$ cat config.mk
export PLATFORM = sky130hd
export DESIGN_NAME = cla_add16_pipe_flat
export DESIGN_NICKNAME = d
export VERILOG_FILES = /design/src/rtl/cla_add16_pipe_if.sv /design/src/rtl/cla_add16_pipe.sv /design/src/flat_wrapper.sv
export SDC_FILE = /design/constraint.sdc
export NUM_CORES = 1
export LEC_CHECK = 0
export ABC_CLOCK_PERIOD_IN_PS = 1900
export BUFFER_PORTS_ARGS = -buffer_cell sky130_fd_sc_hd__buf_2
export CORE_MARGIN = 3
export CORE_UTILIZATION = 30
export CTS_BUF_LIST = sky130_fd_sc_hd__clkbuf_8
export CTS_CLUSTER_SIZE = 10
export DETAILED_ROUTE_END_ITERATION = 7
export GPL_TIMING_DRIVEN = 0
export SETUP_SLACK_MARGIN = 0.1
export SYNTH_ARGS = -nofsm -noshare
export SYNTH_HDL_FRONTEND = slang
export SYNTH_SLANG_ARGS = --single-unit
$ cat constraint.sdc
create_clock -name clk -period 1.9 [get_ports clk]
set_input_delay 0.19 -clock clk [delete_from_list [all_inputs] [get_ports clk]]
set_output_delay 0.19 -clock clk [all_outputs]
set_load 0.02 [all_outputs]
$ cat src/rtl/cla_add16_pipe_if.sv
// cla_add16_pipe_if: operand/result valid-ready bundle for cla_add16_pipe.
// ovf exists only when CLA_ADD16_PIPE_OVF_EN is defined.
interface cla_add16_pipe_if;
  logic        in_valid;
  logic        in_ready;
  logic [15:0] a;
  logic [15:0] b;
  logic        cin;
  logic        out_valid;
  logic        out_ready;
  logic [15:0] sum;
  logic        cout;
  logic        grp_gg;
  logic        grp_gp;
`ifdef CLA_ADD16_PIPE_OVF_EN
  logic        ovf;
`endif
  modport master (
    output in_valid, a, b, cin, out_ready,
    input  in_ready, out_valid, sum, cout, grp_gg, grp_gp
`ifdef CLA_ADD16_PIPE_OVF_EN
    , input ovf
`endif
  );
  modport slave (
    input  in_valid, a, b, cin, out_ready,
    output in_ready, out_valid, sum, cout, grp_gg, grp_gp
`ifdef CLA_ADD16_PIPE_OVF_EN
    , output ovf
`endif
  );
endinterface

$ cat src/rtl/cla_add16_pipe.sv
// cla_add16_pipe: 2-stage 16-bit carry-lookahead adder (S1 G/P, S2 lookahead+sum) with valid/ready flow.
// Define CLA_ADD16_PIPE_OVF_EN to add the registered signed-overflow output ovf.
module cla_add16_pipe (
  input logic clk,
  input logic rst_n,
  cla_add16_pipe_if.slave bus
);
  function automatic logic grp_g(input logic [3:0] g, input logic [3:0] p);
    return g[3] | p[3] & g[2] | p[3] & p[2] & g[1] | p[3] & p[2] & p[1] & g[0];
  endfunction
  // carries into bits 0..3 of a 4-bit group from its g/p and carry-in
  function automatic logic [3:0] cla_c(input logic [3:0] g, input logic [3:0] p, input logic ci);
    return {g[2] | p[2] & g[1] | p[2] & p[1] & g[0] | p[2] & p[1] & p[0] & ci,
            g[1] | p[1] & g[0] | p[1] & p[0] & ci,
            g[0] | p[0] & ci,
            ci};
  endfunction
  logic        v1, v2, c1, adv1, adv2;
  logic [15:0] gi, pi, g1, p1, c, s;
  logic [3:0]  gk_in, pk_in, gk1, pk1, gc;
  assign gi = bus.a & bus.b;
  assign pi = bus.a ^ bus.b;
  for (genvar k = 0; k < 4; k++) begin : grp
    assign gk_in[k] = grp_g(gi[4*k +: 4], pi[4*k +: 4]);
    assign pk_in[k] = &pi[4*k +: 4];
    assign c[4*k +: 4] = cla_c(g1[4*k +: 4], p1[4*k +: 4], gc[k]);
  end
  // second level reuses the same lookahead over group G/P
  assign gc = cla_c(gk1, pk1, c1);
  assign s = p1 ^ c;
  assign adv2 = ~v2 | bus.out_ready;
  assign adv1 = ~v1 | adv2;
  assign bus.in_ready = adv1;
  assign bus.out_valid = v2;
  always_ff @(posedge clk or negedge rst_n)
    if (!rst_n) begin
      v1  <= 1'b0;
      c1  <= 1'b0;
      g1  <= '0;
      p1  <= '0;
      gk1 <= '0;
      pk1 <= '0;
    end else if (adv1) begin
      v1  <= bus.in_valid;
      c1  <= bus.cin;
      g1  <= gi;
      p1  <= pi;
      gk1 <= gk_in;
      pk1 <= pk_in;
    end
  // with p15=0 the operands share bit 15, which equals g15
  always_ff @(posedge clk or negedge rst_n)
    if (!rst_n) begin
      v2         <= 1'b0;
      bus.sum    <= '0;
      bus.cout   <= 1'b0;
      bus.grp_gg <= 1'b0;
      bus.grp_gp <= 1'b0;
`ifdef CLA_ADD16_PIPE_OVF_EN
      bus.ovf    <= 1'b0;
`endif
    end else if (adv2) begin
      v2         <= v1;
      bus.sum    <= s;
      bus.cout   <= gk1[3] | pk1[3] & gc[3];
      bus.grp_gg <= grp_g(gk1, pk1);
      bus.grp_gp <= &pk1;
`ifdef CLA_ADD16_PIPE_OVF_EN
      bus.ovf    <= ~p1[15] & (s[15] ^ g1[15]);
`endif
    end
endmodule
$ cat src/flat_wrapper.sv
// flat-port wrapper written by rule: the top's interface ports become plain ports
module cla_add16_pipe_flat 
  (clk, rst_n, bus_in_valid, bus_a, bus_b, bus_cin, bus_out_ready, bus_in_ready, bus_out_valid, bus_sum, bus_cout, bus_grp_gg, bus_grp_gp);
  cla_add16_pipe_if bus_i ();
  input logic clk;
  input logic rst_n;
  input wire logic [$bits(bus_i.in_valid)-1:0] bus_in_valid;
  input wire logic [$bits(bus_i.a)-1:0] bus_a;
  input wire logic [$bits(bus_i.b)-1:0] bus_b;
  input wire logic [$bits(bus_i.cin)-1:0] bus_cin;
  input wire logic [$bits(bus_i.out_ready)-1:0] bus_out_ready;
  output wire logic [$bits(bus_i.in_ready)-1:0] bus_in_ready;
  output wire logic [$bits(bus_i.out_valid)-1:0] bus_out_valid;
  output wire logic [$bits(bus_i.sum)-1:0] bus_sum;
  output wire logic [$bits(bus_i.cout)-1:0] bus_cout;
  output wire logic [$bits(bus_i.grp_gg)-1:0] bus_grp_gg;
  output wire logic [$bits(bus_i.grp_gp)-1:0] bus_grp_gp;
  assign bus_i.in_valid = bus_in_valid;
  assign bus_i.a = bus_a;
  assign bus_i.b = bus_b;
  assign bus_i.cin = bus_cin;
  assign bus_i.out_ready = bus_out_ready;
  assign bus_in_ready = bus_i.in_ready;
  assign bus_out_valid = bus_i.out_valid;
  assign bus_sum = bus_i.sum;
  assign bus_cout = bus_i.cout;
  assign bus_grp_gg = bus_i.grp_gg;
  assign bus_grp_gp = bus_i.grp_gp;
  cla_add16_pipe u_core (.clk(clk), .rst_n(rst_n), .bus(bus_i));
endmodule
==> flow_summary.ini <==
[sta]
final_period_minus_worst_setup_slack_ns = 1.714
unrepaired_setup_endpoints_after_global_routing = no
final_number_of_max_transition_violations = 0
worst_pin_slew_ns = 0.7404
finClkSkew_ns = 0.006595
fin_hold_ws_ns = 0.03693
finalHoldViolations = 0
maxSlewHeadroom = 0.5064
setup_viol_count_final = 0
max_freq_mhz = 583.6
period_share = 0.9019

[global_route]
overflow = 0
global_route.usage.total = 0.1426
number_of_antenna_violations_at_the_first_check_in_global_routing = 0
number_of_global_route_vias_before_repair = 2455
grt_start_max_net_pins = 59
global_route_wire_length_before_repair_um = 12310

[floorplan]
rows = 35
ioPinCount = 58
fp.dieW_um = 104.5
die_ar_sq_um = 10920
die_height_um = 104.5
initial_utilization = 0.3121
core_region_area_sq_um = 9328

[logic_synthesis]
synth.top_cells.by_area = sky130_fd_sc_hd__dfrtp_1, sky130_fd_sc_hd__nand2_1, sky130_fd_sc_hd__ha_1, sky130_fd_sc_hd__o21ai_0, sky130_fd_sc_hd__nor2_1
netlist.area_leader.share = 0.4985
synth_nets = 384
number_of_synthesized_flops_with_an_enable_pin = 0
synth_cells = 327
synthMostInstantiatedCell = sky130_fd_sc_hd__nand2_1
synth_warn = 0
syn_area_per_cell_sq_um = 8.904
synth_ff_type = sky130_fd_sc_hd__dfrtp_1
synthDistinctLibCells = 35
synth_sequential_area_ratio = 0.4985
syn_area_sq_um = 2912
post-synth-top-area-cell = sky130_fd_sc_hd__dfrtp_1
yosys_register_bits = 58
synth_async_sr_flop_share = 1.000
synth.cells.most_frequent = sky130_fd_sc_hd__nand2_1, sky130_fd_sc_hd__dfrtp_1, sky130_fd_sc_hd__o21ai_0, sky130_fd_sc_hd__ha_1, sky130_fd_sc_hd__nor2_1

[place]
routabilityCongestion = 0.8110
hpwl_um = 5266
place.port_buffers = 57
dpl.cell_count = 513

[cts]
cts_root_buf = sky130_fd_sc_hd__clkbuf_8
clk_path_buf_depth = 2
clkLatencyLatePin_ns = 0.34
clk_transition_reported_paths_ns = 0.06
cts_made_buffers = 9
clock_sinks = 58
cts_tree = done
cts.htree.levels = 3

[final_layout]
layout.cells.non_filler = 536
antennaDiodeCount = 0
drive_above_1_share = 0.2334
area_delta_synth_final_pct = 25.35
post-route-util = 0.3913
final_nets = 459

[drt]
route.detailed.wl_per_inst_um = 13.66
first_pass_iters = 4
remaining_antenna_violation_count_after_routing = 0
routed_via_density = 4.642
route.detailed.drc = 0
routed-via-count = 2488
drt_iter0_drc = 150
route.final.wire_length_um = 7324

[critical_path]
timing.critical_path.cells = nor2b_2 > and2_1 > inv_2 > clkbuf_4 > buf_2
criticalPathCategory = flop to output pin
end_kind = output pin
critical_path.max_stage_delay_ns = 0.39
cp_num_buf_inv = 3
cpMaxStageDelayCell = sky130_fd_sc_hd__dfrtp_1
reg2reg_from = u_core.c1$_DFFE_PN0P_
family_with_the_most_delay_on_the_worst_path = buffers and inverters
worst_setup_path_startpoint = u_core.bus.out_valid$_DFFE_PN0P_
critical_path_required_ns = 1.71
worstPathArrival_ns = 1.52
startpoint_type = flop
critPathMaxFanout = 10

[status]
run_status = finished clean

[power_and_ir_drop]
vdd.ir_drop.worst_uv = 402.4
power_leakage_uw = 0.001817
post-layout-total-power_uw = 3722
pwr_density_cell_nw_per_um2 = 1020

[min_path]
min-delay-start = bus_in_valid
hold_path_class = input port to flop

[flow_run]
cap_violations = 0
layout make-up:
| class | instances | area [sq um] |
|---|---|---|
| repair buffers | 64 | 342.8 |
| multi-input cells | 250 | 1388 |
| clock buffers | 13 | 178.9 |
| inverters | 6 | 22.52 |
| flip-flops and latches | 58 | 1455 |
| plain buffers | 13 | 63.81 |
| fillers | 961 | 5678 |
| clock inverters | 3 | 37.54 |
| well taps | 129 | 161.4 |
flip-flops by register name, indices dropped and copies added, names as in the netlist:
| name | cells |
|---|---|
| u_core.bus.cout | 1 |
| u_core.bus.grp_gg | 1 |
| u_core.bus.grp_gp | 1 |
| u_core.bus.out_valid | 1 |
| u_core.bus.sum | 16 |
| u_core.c1 | 1 |
| u_core.g1 | 12 |
| u_core.gk1 | 4 |
| u_core.p1 | 16 |
| u_core.pk1 | 4 |
| u_core.v1 | 1 |
where the power goes:
part	internal (uW)	switching, uW	total (uW)
sequential	1440	161	1600
clock	740	466	1210
combinational	365	550	915
per-stage QoR:
stage               TNS [ns]  worst slack, ns  cell area (sq um)
finish                     0           0.1864               3650
global route               0           0.1067               3650
CTS                        0          0.09304               3617
detailed placement  -0.02956         -0.02956               3358
global placement    -0.03208         -0.03208               3358
floorplan                  0           0.2274               2912
per-layer routing:
| metal | wire length [um] | track usage | vias up |
|---|---|---|---|
| met2 | 3474 | 0.2292 | 55 |
| met5 | 0 | 0 | - |
| met3 | 395 | 0.03973 | 9 |
| met4 | 103 | 0.04558 | 0 |
| li1 | - | - | 1246 |
| met1 | 3351 | 0.1857 | 1178 |
final timing paths:
path / endpoint / slack, ns / cells past startpoint
max: bus_in_ready / 0.19 / 5
min: u_core.v1$_DFFE_PN0P_ / 0.04 / 2
max reg2reg: u_core.bus.sum[13]$_DFFE_PN0P_ / 0.20 / 8
min reg2reg: u_core.bus.out_valid$_DFFE_PN0P_ / 0.45 / 1
max in group asynchronous: u_core.c1$_DFFE_PN0P_ / 0.90 / 2
min in group asynchronous: u_core.g1[5]$_DFFE_PN0P_ / 0.46 / 2
layout by cell type, fill, tap and decap left out, types with 7 or more instances in the layout:
cell type | netlist | final
sky130_fd_sc_hd__nand2_1 | 110 | 110
sky130_fd_sc_hd__clkbuf_8 | 0 | 13
sky130_fd_sc_hd__nand4_1 | 7 | 7
sky130_fd_sc_hd__nor2_1 | 19 | 19
sky130_fd_sc_hd__buf_2 | 9 | 65
sky130_fd_sc_hd__a21oi_1 | 14 | 14
sky130_fd_sc_hd__nor3_1 | 8 | 8
sky130_fd_sc_hd__dfrtp_1 | 58 | 55
sky130_fd_sc_hd__buf_4 | 0 | 7
sky130_fd_sc_hd__ha_1 | 20 | 20
sky130_fd_sc_hd__o21ai_0 | 26 | 25
timing repair:
action,4_1_cts,5_1_grt
cloned,0,0
hold buffers,0,1
pin swaps,1,4
endpoints found under the setup margin,2,2
setup buffers,4,2
resized for setup,5,4
endpoints found under the hold margin,0,58
cells by family after synthesis:
family	share of synthesized area
xor+xnor	0.02407
compound gates	0.1160
simple gates	0.2402
buf+inv	0.02836
fa+ha+maj	0.08595
mux	0.006876
flops	0.4985
Power figures use the tool's default switching activity.
